### config.mk
export PLATFORM = sky130hd
export DESIGN_NAME = i2c_cmd_sequencer
export DESIGN_NICKNAME = d
export VERILOG_FILES = /design/src/rtl/i2c_cmd_sequencer_pkg.sv /design/src/rtl/i2c_cmd_sequencer_fifo.sv /design/src/rtl/i2c_cmd_sequencer.sv
export SDC_FILE = /design/constraint.sdc
export NUM_CORES = 1
export LEC_CHECK = 0
export CAP_MARGIN = 20
export CORE_ASPECT_RATIO = 1.5
export CORE_MARGIN = 2
export CORE_UTILIZATION = 47
export CTS_BUF_LIST = sky130_fd_sc_hd__clkbuf_8
export DETAILED_ROUTE_END_ITERATION = 7
export GPL_ROUTABILITY_DRIVEN = 0
export GPL_TIMING_DRIVEN = 0
export PLACE_DENSITY = 0.68
export SYNTH_ARGS = -nofsm -noshare
export SYNTH_HDL_FRONTEND = slang
export SYNTH_SLANG_ARGS = --single-unit
### constraint.sdc
create_clock -name clk -period 4.5 [get_ports clk]
set_input_delay 0.45 -clock clk [delete_from_list [all_inputs] [get_ports clk]]
set_output_delay 0.45 -clock clk [all_outputs]
set_load 0.05 [all_outputs]
### src/rtl/i2c_cmd_sequencer_pkg.sv
// Shared definitions for the I2C command sequencer: op codes, FSM states
// and the helper that builds the 9-bit word for the bit engine.
package i2c_cmd_sequencer_pkg;

  typedef enum logic [1:0] {
    k_op_start = 2'd0,
    k_op_write = 2'd1,
    k_op_read  = 2'd2,
    k_op_stop  = 2'd3
  } op_e;

  typedef enum logic [1:0] {
    s_idle,
    s_issue,
    s_wait,
    s_resp
  } seq_state_e;

  localparam int unsigned k_cmd_w   = 10;
  localparam logic [8:0]  k_tx_idle = 9'h1FF;

  // READ: master ACK/NACK bit on top, SDA released for the data phase.
  // WRITE: ACK slot released, byte below it. START/STOP: all released.
  function automatic logic [8:0] tx_word(input op_e op, input logic [7:0] data);
    case (op)
      k_op_write: return {1'b1, data};
      k_op_read:  return {data[0], 8'hFF};
      default:    return k_tx_idle;
    endcase
  endfunction

endpackage

### src/rtl/i2c_cmd_sequencer_fifo.sv
// Synchronous FIFO holding {op, data} commands ahead of the sequencer FSM.
// Pointers carry one extra wrap bit so full and empty are distinguishable.
module i2c_sync_fifo #(
  parameter int unsigned WIDTH = 10,
  parameter int unsigned DEPTH = 4
) (
  input  logic             clk,
  input  logic             rst_n,
  input  logic             push,
  input  logic [WIDTH-1:0] din,
  input  logic             pop,
  output logic             full,
  output logic             empty,
  output logic [WIDTH-1:0] dout
);

  localparam int unsigned AW = $clog2(DEPTH);

  logic [AW:0]      wr_ptr;
  logic [AW:0]      rd_ptr;
  logic [WIDTH-1:0] mem [DEPTH];
  logic             push_en;
  logic             pop_en;

  assign full    = (wr_ptr[AW] != rd_ptr[AW]) && (wr_ptr[AW-1:0] == rd_ptr[AW-1:0]);
  assign empty   = (wr_ptr == rd_ptr);
  assign push_en = push && !full;
  assign pop_en  = pop && !empty;
  assign dout    = mem[rd_ptr[AW-1:0]];

  // Pointer bookkeeping; both wrap naturally through the extra MSB.
  always_ff @(posedge clk or negedge rst_n) begin
    if (!rst_n) begin
      wr_ptr <= '0;
      rd_ptr <= '0;
    end else begin
      if (push_en) wr_ptr <= wr_ptr + {{AW{1'b0}}, 1'b1};
      if (pop_en)  rd_ptr <= rd_ptr + {{AW{1'b0}}, 1'b1};
    end
  end

  // Storage write; contents need no reset since empty masks them.
  always_ff @(posedge clk) begin
    if (push_en) mem[wr_ptr[AW-1:0]] <= din;
  end

endmodule

### src/rtl/i2c_cmd_sequencer.sv
// Command front-end for the I2C master core: buffers host commands, issues
// them one at a time to the bit engine and returns one response per command.
// After a NACKed WRITE, commands up to the next STOP are answered as aborted.
module i2c_cmd_sequencer
  import i2c_cmd_sequencer_pkg::*;
#(
  parameter int unsigned DEPTH = 4
) (
  input  logic       clk,
  input  logic       rst_n,
  input  logic       cmd_valid,
  output logic       cmd_ready,
  input  logic [1:0] cmd_op,
  input  logic [7:0] cmd_data,
  output logic       rsp_valid,
  input  logic       rsp_ready,
  output logic [7:0] rsp_data,
  output logic       rsp_ack,
  output logic       rsp_abort,
  output logic       m_valid,
  input  logic       m_ready,
  output logic [1:0] m_op,
  output logic [8:0] m_tx,
  input  logic       m_done,
  input  logic [7:0] m_rx,
  input  logic       m_ack,
  output logic       busy
);

  seq_state_e         state;
  logic               abort_flag;
  logic               fifo_full;
  logic               fifo_empty;
  logic               fifo_pop;
  logic [k_cmd_w-1:0] fifo_dout;
  op_e                head_op;
  logic [7:0]         head_data;

  assign cmd_ready = !fifo_full;
  assign fifo_pop  = (state == s_idle) && !fifo_empty;
  assign head_op   = op_e'(fifo_dout[9:8]);
  assign head_data = fifo_dout[7:0];
  assign busy      = !fifo_empty || (state != s_idle);

  i2c_sync_fifo #(
    .WIDTH (k_cmd_w),
    .DEPTH (DEPTH)
  ) u_fifo (
    .clk   (clk),
    .rst_n (rst_n),
    .push  (cmd_valid),
    .din   ({cmd_op, cmd_data}),
    .pop   (fifo_pop),
    .full  (fifo_full),
    .empty (fifo_empty),
    .dout  (fifo_dout)
  );

  // Sequencer FSM with registered core request and response outputs.
  // m_op doubles as the holding register for the command in flight; it is
  // left untouched on aborted commands since those never reach the core.
  always_ff @(posedge clk or negedge rst_n) begin
    if (!rst_n) begin
      state      <= s_idle;
      abort_flag <= 1'b0;
      m_valid    <= 1'b0;
      m_op       <= k_op_start;
      m_tx       <= k_tx_idle;
      rsp_valid  <= 1'b0;
      rsp_data   <= '0;
      rsp_ack    <= 1'b1;
      rsp_abort  <= 1'b0;
    end else begin
      case (state)
        s_idle: begin
          if (!fifo_empty) begin
            if (abort_flag && head_op != k_op_stop) begin
              rsp_valid <= 1'b1;
              rsp_data  <= '0;
              rsp_ack   <= 1'b1;
              rsp_abort <= 1'b1;
              state     <= s_resp;
            end else begin
              m_valid <= 1'b1;
              m_op    <= head_op;
              m_tx    <= tx_word(head_op, head_data);
              state   <= s_issue;
            end
          end
        end
        s_issue: begin
          if (m_ready) begin
            m_valid <= 1'b0;
            state   <= s_wait;
          end
        end
        s_wait: begin
          if (m_done) begin
            rsp_valid <= 1'b1;
            rsp_abort <= 1'b0;
            rsp_data  <= (m_op == k_op_read) ? m_rx : '0;
            rsp_ack   <= (m_op == k_op_write) ? m_ack : 1'b1;
            if (m_op == k_op_write && !m_ack) abort_flag <= 1'b1;
            if (m_op == k_op_stop) abort_flag <= 1'b0;
            state <= s_resp;
          end
        end
        s_resp: begin
          if (rsp_ready) begin
            rsp_valid <= 1'b0;
            state     <= s_idle;
          end
        end
        default: state <= s_idle;
      endcase
    end
  end

endmodule

Yosys cells after proc, flatten, opt, wreduce, memory -nomap -nowiden. Memory sizes are Yosys's and may differ from the RTL's. Cells that the tools add are included.

Bitwise operators: 2. Shift operators: 0. Multipliers: 0. Div/mod/pow operators: 0. Order comparisons: 0. Reductions and logical operators: 22. Multiplexer cells: 30. Equal/unequal tests: 18. Add/sub/neg operators: 2.

Operators with widths (count): 8-bit 2-to-1 mux (4); 9-bit one-hot mux with 2 select lines (1); 8-bit one-hot mux with 2 select lines (1); 1-bit 2-to-1 mux (14); 2-bit inequality test (second input constant) (6); 4-bit AND reduction (3); 2-bit == test (second input constant) (5); 2-bit 2-to-1 mux (5); 2-bit one-hot mux with 4 select lines (1); 2-bit nonzero test (4); 3-bit by 1-bit adder with 3-bit output (second input constant) (2); 2-bit by 1-bit == test with 1-bit output (second input constant) (3); 1-bit logical AND (6); 1-bit one-hot mux with 2 select lines (3); 3-bit AND reduction (2); 5-bit AND reduction (1); 3-bit == test (1); 1-bit zero test (3); 1-bit one-hot mux with 3 select lines (1); 3-bit nonzero test (1); 2-bit == test (1); 2-bit zero test (1); 2-bit by 1-bit inequality test with 1-bit output (second input constant) (1); 1-bit NOT (2); other kinds (2) (2).

ROM bits: 0. Bits in latches: 0. Memories: 1. Register bits: 32. Logic and storage cells: 86. RAM bits: 40. Output and inout port bits: 25.

Memory list: u_fifo.mem (words 4, bits a word 10, rd ports 1, clocked after Yosys merged registers in 0, write ports 1, line i2c_cmd_sequencer_fifo.sv:21) `logic [WIDTH-1:0] mem [DEPTH];`.

Depth between registers and ports, before layout.
Depth after elaboration: 6. Mapped depth: 8. Depth with buffers taken out: 6.

Cells and area by module. A second synthesis with hierarchy kept.

Cell total of the unflattened synthesis: 235. Area, all modules: 3285.7 µm².

By module, submodules not included: i2c_sync_fifo (sequential area each 1351.3 µm², area an instance 1919.3 µm², cells each 101, instances 1); i2c_cmd_sequencer (sequential area each 663.1 µm², area an instance 1366.3 µm², cells each 134, instances 1).

Least setup slack after synthesis. OpenSTA, ideal clock, no wires.

Path type: register to register. From: reg u_fifo.rd_ptr[0]. To: reg rsp_ack. Arrival time: 2.334 ns. Clock period less this slack: 2.416 ns. Stages on the path, launching flop included: 9. Path slack: 2.084 ns. Required time: 4.418 ns. Cell sequence: dfrtp_1 buf_4 mux4_2 ha_1 nor2b_1 o21ba_2 o211ai_2 buf_6 mux2_4.

Longest elaborated chain between the ends: 5.

RTL lines: from (decl) (line i2c_cmd_sequencer_fifo.sv:20) `logic [AW:0] rd_ptr;`; from (signal assigned) (line i2c_cmd_sequencer_fifo.sv:38) `if (pop_en) rd_ptr <= rd_ptr + {{AW{1'b0}}, 1'b1};`; memory 4 x 10 bit; net fifo_dout[8] (line i2c_cmd_sequencer.sv:35) `logic [k_cmd_w-1:0] fifo_dout;`; 2-bit inequality test (line i2c_cmd_sequencer.sv:77) `if (abort_flag && head_op != k_op_stop) begin`; 1-bit logical AND (line i2c_cmd_sequencer.sv:77); 2-bit by 1-bit inequality test with 1-bit output (no source line); 4-bit AND reduction (no source line); to (signal assigned) (line i2c_cmd_sequencer.sv:102) `rsp_ack <= (m_op == k_op_write) ? m_ack : 1'b1;`; to (decl) (line i2c_cmd_sequencer.sv:18) `output logic rsp_ack,`.

The timed path passes the listed nets, and every way through them passes these cells. A chain may end at the register's enable or synchronous reset.

Final worst setup path.
From: reg u_fifo.rd_ptr[1]. To: reg rsp_ack.

Same word-level chain as after synthesis.

==> results.tsv <==
stage	metric	value	unit
run_status	status	complete, no violations	
yosys	Async SR Flop Fraction	44.44	%
die	Die Y	104.6	µm
yosys	Synthesis Warnings	0	
global_route	largest net degree at the start of global routing	33	
sta	Max Transition Viols Final	0	
yosys	post-synthesis xor/xnor area fraction	2.685	%
yosys	adder-cell share of the synthesized area	5.527	%
sta	final hold violation count	0	
critical_path	crit end category	flip-flop	
sta	Max Freq	371.7	MHz
sta	max_slew headroom	53.06	%
critical_path	critical path launch point type	flip-flop	
die	core area	0.006531	mm²
cts	Post-CTS Setup Inserts	0	
critical_path	delay of the slowest cell on the worst path	490	ps
yosys	Synth Area in Simple Gates	6.277	%
drt	DR vias/cell	5.100	
sta	Setup Skew	7.239	ps
drt	DRT Wirelength	5.364	mm
placed_design	port bufs	49	
power	worst IR drop on VDD	0.3174	mV
layout	ant diodes	0	
global_route	vias in the first global route	1873	
sta	RSZ-0062 raised after global routing	no	
yosys	mux cell area share after synthesis	12.04	%
drt	DRT antenna net count	0	
yosys	predominant post-synthesis flop cell	edfxtp_1	
die	num rows	36	
cts	CTS Buf Count	9	
cts	clock buffer depth	2	
drt	drt initial violations	86	
yosys	Synth Area per Inst	14.41	µm²
cts	clock root cell	clkbuf_8	
critical_path	Worst Path Max Fanout	10	
power	total power	3.051	mW
critical_path	delay-heaviest family, CP	multiplexers	
global_route	antenna violations before repair	0	
sta	final setup fails	0	
global_route	GR Util All Layers	16.21	%
global_route	first-pass GRT wire length	9.025	mm
yosys	Distinct cells, synth	39	
layout	share of cells above drive strength 1	17.19	%
drt	DRC	0	
layout	fin cells	361	
cts	worst-skew pair later-pin latency	350	ps
critical_path	Buf/Inv on CP	2	
cts	clk sinks	72	
yosys	Synth Area in Compound Gates	6.159	%
placed_design	Place WS	1775	ps
cts	H-tree depth	3	
die	Starting Density	48.52	%
cts	post-CTS sizing	0	
critical_path	critical path class	flip-flop to flip-flop	
power	leakage power	1.556	nW
sta	fin crit share	59.79	%
power	PD cells	779.3	mW/mm²
critical_path	CP required	4780	ps
die	I/O pin count	50	
layout	Area Overhead vs Synth	23.53	%
yosys	main combinational cell family by area after synthesis	multiplexers	
placed_design	dpl hpwl	3.799	mm
yosys	Mapped Cells	220	
layout	Finished Core Util	59.94	%
drt	DRT Pass-1 Iters	4	
yosys	Mapped Area	0.003169	mm²
sta	Slew @ Worst Pin	704.1	ps
layout	Final #Nets	319	
sta	setup TNS	0	ps
hold_path	Min-Delay Path Class	primary input to asynchronous set/reset pin	
global_route	Congestion Overflow GR	0	
run	max_cap viols	0	
critical_path	Worst Path Arrival	2970	ps
placed_design	Placed Cells	345	
yosys	Post-synth EDFFs	40	
cts	CTS tree	built	
cts	clock slew seen by the registers of the worst setup and hold paths	70	ps
die	Chip Width	71.05	µm
critical_path	CP max stage cell	buf_1	
die	die footprint	0.007430	mm²
yosys	Yosys reg bits	72	
cts	# hold bufs at CTS	0	
yosys	register area share after synthesis	63.56	%
yosys	Synth Net Count	259	
drt	vias	1841	
drt	Routed WL per cell	14.86	µm
critical_path	CP Cell Sequence	buf_1, mux4_2, ha_1, nor2b_1, o21ba_2, o211ai_2, buf_6, mux2_4	
sta	post-layout min period	2690	ps
sta	Worst Slack Setup Final	1810	ps
-- power by group --
part           leakage (nW)  switching [mW]  internal (mW)
Combinational         0.723           0.930          0.614
Sequential            0.745           0.117          0.952
Clock                0.0876           0.243          0.195
-- final timing paths --
check / start / to / slack (ps) / cells past startpoint
max: u_fifo.rd_ptr[1]$_DFFE_PN0P_ / rsp_ack$_DFFE_PN1P_ / 1810 / 8
min: rst_n / rsp_valid$_DFFE_PN0P_ / 140 / 1
max reg2reg: u_fifo.rd_ptr[1]$_DFFE_PN0P_ / rsp_ack$_DFFE_PN1P_ / 1810 / 8
min reg2reg: m_tx[3]$_DFFE_PN1P_ / m_tx[3]$_DFFE_PN1P_ / 460 / 2
max in group asynchronous: rst_n / rsp_data[1]$_DFFE_PN0P_ / 3900 / 1
min in group clk: m_tx[3]$_DFFE_PN1P_ / m_tx[3]$_DFFE_PN1P_ / 460 / 2
-- cell usage after synthesis, types with 2 or more instances --
| master | n | area (µm²) |
|---|---|---|
| inv_2 | 2 | 7.510 |
| o21ai_1 | 13 | 65.06 |
| a21oi_1 | 8 | 40.04 |
| and2_1 | 4 | 25.02 |
| dfstp_2 | 10 | 262.8 |
| inv_1 | 19 | 71.32 |
| dfrtp_1 | 22 | 550.5 |
| xnor2_1 | 4 | 35.03 |
| buf_2 | 2 | 10.01 |
| edfxtp_1 | 40 | 1201 |
| mux4_2 | 10 | 225.2 |
| nand2_1 | 23 | 86.33 |
| nor2b_1 | 2 | 12.51 |
| ha_1 | 14 | 175.2 |
| xnor2_2 | 2 | 32.53 |
| buf_1 | 2 | 7.510 |
| nor2_1 | 4 | 15.01 |
| xor2_1 | 2 | 17.52 |
| nand3_1 | 5 | 25.02 |
| mux2i_1 | 13 | 130.1 |
-- kinds of logic (layout without fill, tap and decap cells) --
logic type	after synthesis	count (layout)
flops	72	72
simple gates	42	42
buf+inv	28	93
mux	25	25
compound gates	31	31
xor+xnor	8	8
fa+ha+maj	14	14
-- through the flow --
step | hold slack (ps) | cell area (µm²)
finish | 143.1 | 3915
global route | 192.1 | 3915
CTS | 162.3 | 3915
detailed placement | 453.6 | 3750
global placement | 451.8 | 3755
floorplan | 154.4 | 3169
-- final cells by class --
cell class | instances | area (µm²)
fillers | 529 | 2616
plain buffers | 7 | 40.04
clock buffers | 9 | 123.9
inverters | 21 | 78.83
repair buffers | 49 | 485.5
multi-input cells | 120 | 1036
well taps | 76 | 95.09
clock inverters | 7 | 41.29
flip-flops and latches | 72 | 2014
-- layout by cell type, fill, tap and decap left out, types with 3 or more instances in the layout --
master / synthesis / final
mux4_2: 10 / 10
buf_2: 2 / 3
nand3_1: 5 / 5
xnor2_1: 4 / 4
nand2_1: 23 / 23
dfrtp_1: 22 / 22
o21ai_1: 13 / 13
mux2i_1: 13 / 13
and2_1: 4 / 4
edfxtp_1: 40 / 40
dfstp_2: 10 / 10
ha_1: 14 / 14
inv_1: 19 / 21
clkbuf_8: 0 / 9
a21oi_1: 8 / 8
clkdlybuf4s50_1: 0 / 48
nor2_1: 4 / 4
-- sequential cells by signal (all words and copies together) (netlist names), 2 cells and up --
register       cells
rsp_data           8
m_op               2
state              2
u_fifo.rd_ptr      3
u_fifo.wr_ptr      3
u_fifo.mem        40
m_tx               9
-- per-layer routing --
layer	wire length, µm	GRT usage [%]	vias up
li1	-	-	903
met1	2223	19.18	884
met2	2772	26.17	49
met3	301	5.882	5
met4	66	7.412	0
met5	0	0	-
Power figures use the tool's default switching activity.
